**src/rtl/gpu_pkg.sv**
```systemverilog
// gpu_pkg: shared controller opcodes and mul/div unit types.
package gpu_pkg;
  localparam logic [5:0] F_MFHI = 6'h10;
  localparam logic [5:0] F_MTHI = 6'h11;
  localparam logic [5:0] F_MFLO = 6'h12;
  localparam logic [5:0] F_MTLO = 6'h13;
  localparam logic [5:0] F_MULT = 6'h18;
  localparam logic [5:0] F_MULTU = 6'h19;
  localparam logic [5:0] F_DIV = 6'h1a;
  localparam logic [5:0] F_DIVU = 6'h1b;
  typedef enum logic [2:0] {OP_MULT, OP_MULTU, OP_DIV, OP_DIVU, OP_MTHI, OP_MTLO} muldiv_op_t;
  typedef enum logic [1:0] {IDLE, RUN, FIX} muldiv_state_t;
  function automatic muldiv_op_t funct_to_op(input logic [5:0] f);
    return f == F_MULT ? OP_MULT : f == F_MULTU ? OP_MULTU : f == F_DIV ? OP_DIV :
           f == F_DIVU ? OP_DIVU : f == F_MTHI ? OP_MTHI : OP_MTLO;
  endfunction
endpackage

```
**src/rtl/gpu_muldiv_unit.sv**
```systemverilog
// gpu_muldiv_unit: iterative shift-add multiplier / restoring divider with HI/LO registers.
// GPU_MULDIV_SIGNED_EN compiles in signed MULT/DIV; otherwise they execute as MULTU/DIVU.
module gpu_muldiv_unit
  import gpu_pkg::*;
#(
  parameter int WIDTH = 32
) (
  input  logic             clk,
  input  logic             reset,
  input  logic             start,
  input  muldiv_op_t       op,
  input  logic [WIDTH-1:0] a,
  input  logic [WIDTH-1:0] b,
  output logic             ready,
  output logic             done,
  output logic [WIDTH-1:0] hi,
  output logic [WIDTH-1:0] lo,
  output logic             div_by_zero
);
  localparam int CW = $clog2(WIDTH);
  muldiv_state_t state;
  logic [2*WIDTH-1:0] acc, step, prod;
  logic [WIDTH-1:0] dv, ma, mb, quo, rem, fix_hi, fix_lo;
  logic [WIDTH:0] msum, rsh, rdiff;
  logic [CW-1:0] cnt;
  logic is_div, bz, acc_div;
`ifdef GPU_MULDIV_SIGNED_EN
  logic sa, sb, neg_q, neg_r;
`endif
  assign ready = state == IDLE;
  always_comb begin
    acc_div = op == OP_DIV || op == OP_DIVU;
`ifdef GPU_MULDIV_SIGNED_EN
    sa = (op == OP_MULT || op == OP_DIV) && a[WIDTH-1];
    sb = (op == OP_MULT || op == OP_DIV) && b[WIDTH-1];
    ma = sa ? -a : a;
    mb = sb ? -b : b;
    prod = neg_q ? -acc : acc;
    quo = neg_q ? -acc[WIDTH-1:0] : acc[WIDTH-1:0];
    rem = neg_r ? -acc[2*WIDTH-1:WIDTH] : acc[2*WIDTH-1:WIDTH];
`else
    ma = a;
    mb = b;
    prod = acc;
    quo = acc[WIDTH-1:0];
    rem = acc[2*WIDTH-1:WIDTH];
`endif
    // acc holds {partial product, multiplier} or {remainder, dividend/quotient}
    msum = {1'b0, acc[2*WIDTH-1:WIDTH]} + (acc[0] ? {1'b0, dv} : '0);
    rsh = {acc[2*WIDTH-1:WIDTH], acc[WIDTH-1]};
    rdiff = rsh - {1'b0, dv};
    step = is_div ? (rdiff[WIDTH] ? {rsh[WIDTH-1:0], acc[WIDTH-2:0], 1'b0}
                                  : {rdiff[WIDTH-1:0], acc[WIDTH-2:0], 1'b1})
                  : {msum, acc[WIDTH-1:1]};
    fix_hi = is_div ? rem : prod[2*WIDTH-1:WIDTH];
    fix_lo = is_div ? (bz ? '1 : quo) : prod[WIDTH-1:0];
  end
  always_ff @(posedge clk) begin
    if (reset) begin
      state <= IDLE;
      hi <= '0;
      lo <= '0;
      done <= 1'b0;
      div_by_zero <= 1'b0;
      cnt <= '0;
      acc <= '0;
      dv <= '0;
      is_div <= 1'b0;
      bz <= 1'b0;
`ifdef GPU_MULDIV_SIGNED_EN
      neg_q <= 1'b0;
      neg_r <= 1'b0;
`endif
    end else begin
      done <= 1'b0;
      case (state)
        IDLE: if (start) begin
          if (op == OP_MTHI) begin
            hi <= a;
            div_by_zero <= 1'b0;
          end else if (op == OP_MTLO) begin
            lo <= a;
            div_by_zero <= 1'b0;
          end else begin
            state <= RUN;
            cnt <= '0;
            acc <= {{WIDTH{1'b0}}, ma};
            dv <= mb;
            is_div <= acc_div;
            bz <= b == '0;
`ifdef GPU_MULDIV_SIGNED_EN
            neg_q <= sa ^ sb;
            neg_r <= sa;
`endif
          end
        end
        RUN: begin
          acc <= step;
          cnt <= cnt + 1'b1;
          if (cnt == CW'(WIDTH - 1)) state <= FIX;
        end
        FIX: begin
          hi <= fix_hi;
          lo <= fix_lo;
          div_by_zero <= is_div && bz;
          done <= 1'b1;
          state <= IDLE;
        end
        default: state <= IDLE;
      endcase
    end
  end
endmodule

```
**config.mk**
```make
export PLATFORM = sky130hd
export DESIGN_NAME = gpu_muldiv_unit
export DESIGN_NICKNAME = d
export VERILOG_FILES = /design/src/rtl/gpu_pkg.sv /design/src/rtl/gpu_muldiv_unit.sv
export SDC_FILE = /design/constraint.sdc
export NUM_CORES = 1
export LEC_CHECK = 0
export BUFFER_PORTS_ARGS = -buffer_cell sky130_fd_sc_hd__buf_2
export CAP_MARGIN = 10
export CORE_MARGIN = 3
export CORE_UTILIZATION = 45
export DETAILED_ROUTE_END_ITERATION = 6
export PLACE_DENSITY_LB_ADDON = 0.12
export SYNTH_ARGS = -nofsm -noshare
export SYNTH_HDL_FRONTEND = slang
export SYNTH_SLANG_ARGS = --single-unit
```
**constraint.sdc**
```tcl
create_clock -name clk -period 2.9 [get_ports clk]
set_input_delay 0.145 -clock clk [delete_from_list [all_inputs] [get_ports clk]]
set_output_delay 0.145 -clock clk [all_outputs]
set_load 0.05 [all_outputs]
```
======== Yosys cells after proc, flatten, opt, wreduce, memory -nomap -nowiden ========
Cells that the tools add are included.
W data, S select, Z words.
storage, ports and cells
  flip-flop bits (word level) ............. 171
  input bits .............................. 70
  output and inout bits ................... 67
  logic and storage cells ................. 71
cells by class
  add/sub/neg operators ................... 3
  equality and inequality tests ........... 14
  multiplexer cells ....................... 30
  bitwise logic cells ..................... 2
  reduce and logical (&&, ||, !) cells .... 12
operator list
  kind                   count
  $mux W64               5
  $mux W32               8
  $pmux W32 S2           2
  $pmux W64 S2           1
  $add A32 B32 Y33       1
  $sub A33 B32 Y33       1
  $logic_not A32 Y1      1
  $reduce_and A4 Y1      4
  $mux W5                3
  $pmux W5 S2            1
  $mux W2                4
  $ne A2 B2 Y1 const B   4
  $eq A3 B2 Y1 const B   2
  $eq A3 B3 Y1 const B   2
  $reduce_and A3 Y1      2
  $add A5 B1 Y5 const B  1
  $eq A5 B5 Y1 const B   1
  $mux W1                4
  $ne A2 B1 Y1 const B   2
  $pmux W2 S2            1
  $reduce_bool A2 Y1     2
  $ne A3 B1 Y1 const B   1
  $eq A2 B1 Y1 const B   1
  $eq A2 B2 Y1 const B   1
  5 further kinds        6

======== Longest topological paths before layout ========
Gate-level depths: netlist of run 1.
  depth after elaboration ................. 5
  depth in mapped cells ................... 13
  depth with buffers taken out ............ 13

======== Worst setup path after synthesis of run 1 ========
No wires, ideal clock.
  path type ............................... register -> register
  start ................................... reg acc[0]
  end ..................................... reg acc[60]
  library setup time ...................... 0.122 ns
  arrival time ............................ 2.850 ns
  required time ........................... 2.778 ns
  slack ................................... -0.072 ns
  stages on the path, launching flop included .. 13
  path buffers ............................ 2
  clock period less this slack ............ 2.972 ns
  cells stage by stage .................... dfxtp_1 > clkbuf_1 > and2_1 > ha_1 > clkbuf_1 > and3_1 > nand2_1 > or3_1 > a21oi_1 > o41ai_2 > o311ai_1 > xor2_1 > a221o_1
between the ends
  word-level cells in the longest chain between the ends .. 4
RTL lines
  item                    line                   RTL
  start, declared         gpu_muldiv_unit.sv:22  logic [2*WIDTH-1:0] acc, step, prod;
  start signal, assigned  gpu_muldiv_unit.sv:87  acc <= {{WIDTH{1'b0}}, ma};
  start signal, assigned  gpu_muldiv_unit.sv:98  acc <= step;
  $mux W32                gpu_muldiv_unit.sv:49  msum = {1'b0, acc[2*WIDTH-1:WIDTH]} + (acc[0] ? {1'b0, dv} : '0);
  $add A32 B32 Y33        gpu_muldiv_unit.sv:49
  $mux W64                gpu_muldiv_unit.sv:52  step = is_div ? (rdiff[WIDTH] ? {rsh[WIDTH-1:0], acc[WIDTH-2:0], 1'b0}
  $pmux W64 S2            gpu_muldiv_unit.sv:76  case (state)
No other way between the ends.
A chain may end at the register's enable or synchronous reset.

======== Worst setup path after layout of run 1 ========
  start ................................... reg dv[0]
  end ..................................... reg acc[49]
between the ends
  word-level cells in the longest chain between the ends .. 4
  elaborated cells on any way between the ends .. 6
  classes of those cells .................. add/sub (2); mux (4)
RTL lines
  item                                                 line                                          RTL
  start, declared                                      gpu_muldiv_unit.sv:23                         logic [WIDTH-1:0] dv, ma, mb, quo, rem, fix_hi, fix_lo;
  start signal, assigned                               gpu_muldiv_unit.sv:88                         dv <= mb;
  $sub A33 B32 Y33 / $mux W32 (equally long branches)  gpu_muldiv_unit.sv:51, gpu_muldiv_unit.sv:49
  $mux W64 / $add A32 B32 Y33 (equally long branches)  gpu_muldiv_unit.sv:52, gpu_muldiv_unit.sv:49
  $mux W64 (*)                                         gpu_muldiv_unit.sv:52
  $pmux W64 S2 (*)                                     gpu_muldiv_unit.sv:76
Every way passes the cells marked *; elsewhere a longest branch is shown, timed or not.

==> flow_summary.ini, run 1 <==
[detailed_routing]
route.vias.total = 11700
drt_pass1_iterations = 7
ant_nets = 0
wl_per_cell_um = 18.9
routed_wl_um = 38000
post_route_drc = 0
detail_route.vias_per_cell = 5.82
initialDrtViolationCount = 1074

[grt]
grt_pass1_vias = 11200
antenna_found_initial = 0
overflow = 0
grt_start_max_net_pins = 72
grt_first_pass_wirelength_um = 60700
grtUsageTotal_pct = 28.6

[floorplan]
die_y_um = 162
die_w_um = 162
rows = 56
coreArea_um2 = 23600
starting_density_of_the_core_pct = 46.2
die_area_um2 = 26100
floorplan.io_pins = 137

[setup_path]
critical_path_class = flop to flop
timing.critical_path.to_type = flop
worstPathArrival_ns = 3.35
critical_path.startpoint = dv[0]
timing.critical_path.max_delay_family = compound AO/OA/AOI/OAI gates
slowest_delay_ns = 0.43
cp-start-kind = flop
required_ns = 3.23
worstReg2RegStart = dv[0]
crit_chain = buf_6 > ha_4 > fa_2 > nor2b_4 > o31ai_4 > a2111oi_4 > o21a_4 > o311ai_4 > nor2_4 > buf_12 > mux2i_1 > nand2_1 > a32o_1
timing.critical_path.buf_inv = 2
slowest_stage = a2111oi_4
timing.critical_path.fanout_max = 6

[final_layout]
final_net_count = 1823
area_used_by_sequential_logic_in_the_layout_um2 = 3430
area_growth_syn_to_layout_pct = 36.2
multi_input_combinational_cell_area_um2 = 7480
insertedDiodeCount = 0
fill_cells = 2069
layout.cells.most_common = nand2_1
layout.core_utilization_pct = 62.9
layout.cells.most_common_list = 212 x nand2_1, 172 x buf_4, 163 x dfxtp_1, 135 x buf_2, 103 x nor2_1
drive_gt1_share_pct = 28.6

[synth]
postSynthRegisterBits = 171
synthCells = 1370
synth.lib_cells_used.distinct = 76
ys.warnings.count = 0
async_flop_share_pct = 0
dominant_combinational_cell_family_by_area_after_synthesis = compound AO/OA/AOI/OAI gates
share_of_synthesized_area_spent_on_multiplexers_pct = 5.39
synth_area_per_cell_um2 = 7.96
synth.yosys.seq_area_share_pct = 31.4
yosys.area_share.adder_pct = 7.94
yosys.area_share.xor_xnor_pct = 3.69
post_synth_instance_area_um2 = 10900
synth_simple_gate_area_share_pct = 19.2
synth_compound_area_share_pct = 27.7
synth_ff_type = dfxtp_1
number_of_enable_flip_flop_cells_after_synthesis = 0
mappedNetlistNets = 1508

[timing]
final_hold_viol_count = 0
final.setup_skew_ns = 0.0198
accumulated_negative_setup_slack_ns = -0.993
finalCriticalPeriod_ns = 3.01
maximum_clock_rate_mhz = 332
post-route-period-util_pct = 104
final-setup-viol-count = 19
rsz_0062_raised_after_global_routing = true
final-max-slew-violation-count = 0
max_slew_margin_pct = 37.6
worst-slew-pin-transition_ns = 0.933
layout_setup_ws_ns = -0.115

[clock_network]
htreeDepth = 4
cts.sink_count = 171
clock_buffer_depth = 2
clock_latency_ns = 0.45
cts_made_buffers = 17
clock-root-buffer = clkbuf_16
cts_tree = yes
clk_transition_reported_paths_ns = 0.08

[worst_hold_path]
hold_start = a[9]
hold_class = input port to flop

[outcome]
outcome = finished, violations left
failing_checks = setup timing

[power]
total_power_mw = 6.28
power.density_nw_per_um2 = 423
static-leakage-power_nw = 6.35
vdd.ir_drop.worst_mv = 0.277

[placed_design]
detailed_place_hpwl_um = 27700
port-buffer-count = 136
gp_weighted_congestion = 0.951
pre_cts_slack_ns = -0.487

[flow_run]
timing.max_cap.violations = 0
[Yosys cell counts, types with 15 or more instances]
library cell	instances	area, um^2
nand2_1	214	803
and2_1	34	213
a31oi_1	43	269
xor2_1	18	158
a21o_1	28	210
nand3_1	18	90.1
nor2_1	107	402
a21oi_1	94	470
a222oi_1	31	310
clkbuf_1	78	293
a311oi_1	33	289
inv_1	48	180
o21ai_0	83	415
nand2b_1	17	106
xnor2_1	28	245
ha_1	66	826
nor3_1	15	75.1
dfxtp_1	171	3420
mux2i_1	25	250
mux2_2	30	338
[metrics by stage]
stage          cell area [um^2]  hold WS, ns  cells
2_1_floorplan             10900        0.281   1370
3_3_place_gp              13100        0.400   1915
3_5_place_dp              13100        0.402   1915
4_1_cts                   14800      0.00180   2014
5_1_grt                   14900       0.0174   2016
6_report                  14900     0.000365   2016
[sequential cells by signal, summed over array words and instances, names as in the netlist]
signal	flops
acc	64
bz	1
cnt	5
div_by_zero	1
done	1
dv	32
hi	32
is_div	1
lo	32
state	2
[area by class of cell]
cell class	count	share of cell area, %
clock buffer	17	2.86
clock inverter	14	1.00
inverter	49	1.24
multi-input combinational	1066	50.3
sequential	171	23.1
tap	319	2.69
timing repair buffer	380	18.8
[worst paths after layout]
| check | to | slack, ns | depth (start not counted) |
|---|---|---|---|
| max | acc[49] | -0.11 | 13 |
| max reg2reg | acc[49] | -0.11 | 13 |
| min reg2reg | dv[13] | 0.47 | 2 |
| min | acc[9] | 0.0004 | 3 |
[worst reg2reg max path, stage by stage, from the launching register on]
cell       delay [ns]
dfxtp_2          0.33
buf_6            0.12
ha_4             0.16
fa_2             0.39
nor2b_4          0.15
o31ai_4          0.08
a2111oi_4        0.43
o21a_4           0.21
o311ai_4         0.10
nor2_4           0.24
buf_12           0.17
mux2i_1          0.18
nand2_1          0.09
a32o_1           0.27
[layer usage]
layer  share of wire (%)  vias up  global-route usage (%)
met5                   0        -                       0
met2                  46      488                    47.0
met4                 1.6        0                    6.55
met1                  46     5526                    40.3
met3                 6.8       47                    3.72
li1                    -     5665                       -
[where the power goes]
part | internal (mW) | switching (mW) | total [mW]
clock | 1.15 | 1.17 | 2.32
combinational | 0.620 | 0.813 | 1.43
sequential | 2.44 | 0.0821 | 2.53
[what timing repair did]
item / in CTS / in global routing
endpoints found under the setup margin: 33 / 33
gates cloned: 1 / 0
endpoints found under the hold margin: 59 / 0
resized for setup: 95 / 25
pin swaps: 45 / 10
setup buffers: 15 / 3
hold buffers: 56 / 0
[kinds of logic (layout without fill, tap and decap cells)]
kind of cell               after synthesis  count (layout)
buffers and inverters                  133             460
muxes                                   55              55
and+or+nand+nor                        466             466
xor gates and xnor gates                46              46
AOI/OAI and AO/OA                      431             431
DFF                                    171             171
adders and majority gates               68              68
No activity file was read; power rests on OpenSTA's default activity.
==> run 2: changes to the inputs <==
- PLACE_DENSITY: default -> 0.74
- PLACE_DENSITY_LB_ADDON: 0.12 -> default
==> run 2 against run 1 <==
The flow still finishes with violations (setup timing). Clock power increased by 6%. Highest routed layer unchanged. Count of clock-buffer cells in the layout increased by 2. Hold slack improved by 0.0036 ns. Combinational power about the same. Critical path depth unchanged. First-iteration DRC count increased by 45%. Non-clock buffer count decreased by 17. Clock skew decreased by 0.0055 ns. Final area about the same. Largest cell class unchanged.
==> flow_summary.ini, run 2 (synthesis gave the netlist of run 1 again) <==
[timing]
final.setup_skew_ns = 0.0143
maximum_clock_rate_mhz = 332
post-route-period-util_pct = 104
final-setup-viol-count = 16
max_slew_margin_pct = 29.9
layout_setup_ws_ns = -0.113
rsz_0062_raised_after_global_routing = true
finalCriticalPeriod_ns = 3.01
final-max-slew-violation-count = 0
worst-slew-pin-transition_ns = 1.05
final_hold_viol_count = 0

[worst_hold_path]
hold_class = input port to flop
hold_start = b[25]

[floorplan]
coreArea_um2 = 23600
die_w_um = 162
die_y_um = 162
die_area_um2 = 26100
floorplan.io_pins = 137
starting_density_of_the_core_pct = 46.2
rows = 56

[grt]
grtUsageTotal_pct = 28.7
grt_first_pass_wirelength_um = 61000
grt_start_max_net_pins = 67
groute.layer.met3.usage_pct = 4.34
antenna_found_initial = 0
globalRouteMet1Util_pct = 39.5
grt.met2_usage_pct = 47.0
grt_pass1_vias = 11600
grt_busiest_layer = met2
overflow = 0

[detailed_routing]
post_route_drc = 0
detail_route.vias_per_cell = 6.03
drt_pass1_iterations = 6
wl_per_cell_um = 19.7
initialDrtViolationCount = 1560
ant_nets = 0
routed_wl_um = 39400
route.vias.total = 12100

[placed_design]
dpl_cell_area_um2 = 12800
port-buffer-count = 136
gp_weighted_congestion = 0.996
detailed_place_hpwl_um = 27500

[final_layout]
area_growth_syn_to_layout_pct = 36.3
final_design_area_no_fill_um2 = 14900
layout.cells.most_common_list = 213 x nand2_1, 160 x dfxtp_1, 157 x buf_4, 136 x buf_2, 104 x nor2_1
fill_cells = 1995
layout.cells.most_common = nand2_1
multi_input_combinational_cell_area_um2 = 7600
layout.core_utilization_pct = 63.0
largest_register_ff_count = 64
area_used_by_sequential_logic_in_the_layout_um2 = 3440
drive_gt1_share_pct = 29.0
final_net_count = 1806
register_containing_the_most_flip_flops_in_the_final_layout = acc
insertedDiodeCount = 0

[clock_network]
cts_made_buffers = 17
clock_latency_ns = 0.46
cts.sink_count = 171
clock-root-buffer = clkbuf_16
clock_buffer_depth = 2
htreeDepth = 4
cts_tree = yes
clk_transition_reported_paths_ns = 0.08

[power]
vdd.ir_drop.worst_mv = 0.352
power.density_nw_per_um2 = 433
static-leakage-power_nw = 6.33
total_power_mw = 6.44

[outcome]
outcome = finished, violations left
failing_checks = setup timing

[setup_path]
cp-start-kind = flop
regToRegSetupSlack_ns = -0.11
timing.rr.end = acc[49]
timing.critical_path.to_type = flop
required_ns = 3.25
critical_path_class = flop to flop
critical_path.startpoint = dv[3]
timing.critical_path.fanout_max = 6
worstReg2RegStart = dv[3]
endpoint = acc[49]
ff2ff_path_depth = 13
worstPathArrival_ns = 3.37

[flow_run]
timing.max_cap.violations = 0
==> run 2: cell count changes in the layout (fill, tap and decap cells not counted), sizes merged <==
cell / delta
clkinvlp: -1
inv: +2
bufinv: +1
bufbuf: +1
clkinv: -3
buf: -19
dlygate4sd3: +1
clkbuf: +2
==> run 2: final cells by class <==
class / count / share of cell area, %
Clock buffer: 19 / 3.05
Clock inverter: 13 / 1.09
Inverter: 49 / 1.24
Multi-Input combinational cell: 1066 / 51.1
Sequential cell: 171 / 23.1
Tap cell: 319 / 2.68
Timing Repair Buffer: 363 / 17.7
==> run 2: routing by layer <==
layer  share of wire [%]  wire length (um)  vias to the layer above
li1                    -                 -                     5643
met1                  43             17000                     5696
met2                  45             17800                      619
met3                 8.7              3420                       93
met4                 2.7              1070                        0
met5                   0                 0                        -
==> run 2: how the worst min path moves through the flow <==
| stage | cells after the start | end |
|---|---|---|
| 4_1_cts | 3 | acc[7] |
| 6_report | 3 | dv[25] |
| 2_1_floorplan | 2 | dv[10] |
| 3_5_place_dp | 3 | dv[19] |
| 3_3_place_gp | 3 | dv[19] |
| 5_1_grt | 3 | dv[25] |
==> run 2: critical path, stage by stage, from the launching register on <==
cell and delay (ns):
dfxtp_1 0.38, buf_4 0.15, inv_1 0.07, ha_4 0.29, o21a_1 0.20, o31ai_4 0.12
a2111oi_4 0.38, o21a_1 0.23, o311ai_4 0.12, nor2_4 0.20, buf_12 0.15, mux2i_1 0.21
nand2_1 0.11, a32o_1 0.30
==> run 2: what timing repair did <==
action	in CTS	in global routing
endpoints found under the hold margin	74	0
gates cloned	2	0
endpoints found under the setup margin	32	33
resized for setup	58	81
pin swaps	31	41
setup buffers	12	11
hold buffers	57	0
==> run 2: report_power, final <==
group / internal, mW / leakage, nW / switching (mW)
clock: 1.29 / 0.305 / 1.16
sequential: 2.44 / 1.40 / 0.0945
combinational: 0.623 / 4.63 / 0.834
==> run 2: metrics by stage <==
step | instances | hold slack, ns | TNS [ns] | setup WS (ns)
finish | 2000 | 0.00398 | -0.595 | -0.113
global route | 2000 | 0.0113 | -2.74 | -0.188
CTS | 1990 | 0.00216 | -0.0135 | -0.0135
detailed placement | 1888 | 0.404 | -4.58 | -0.382
global placement | 1888 | 0.404 | -3.93 | -0.397
floorplan | 1370 | 0.281 | -0.000116 | -0.000116
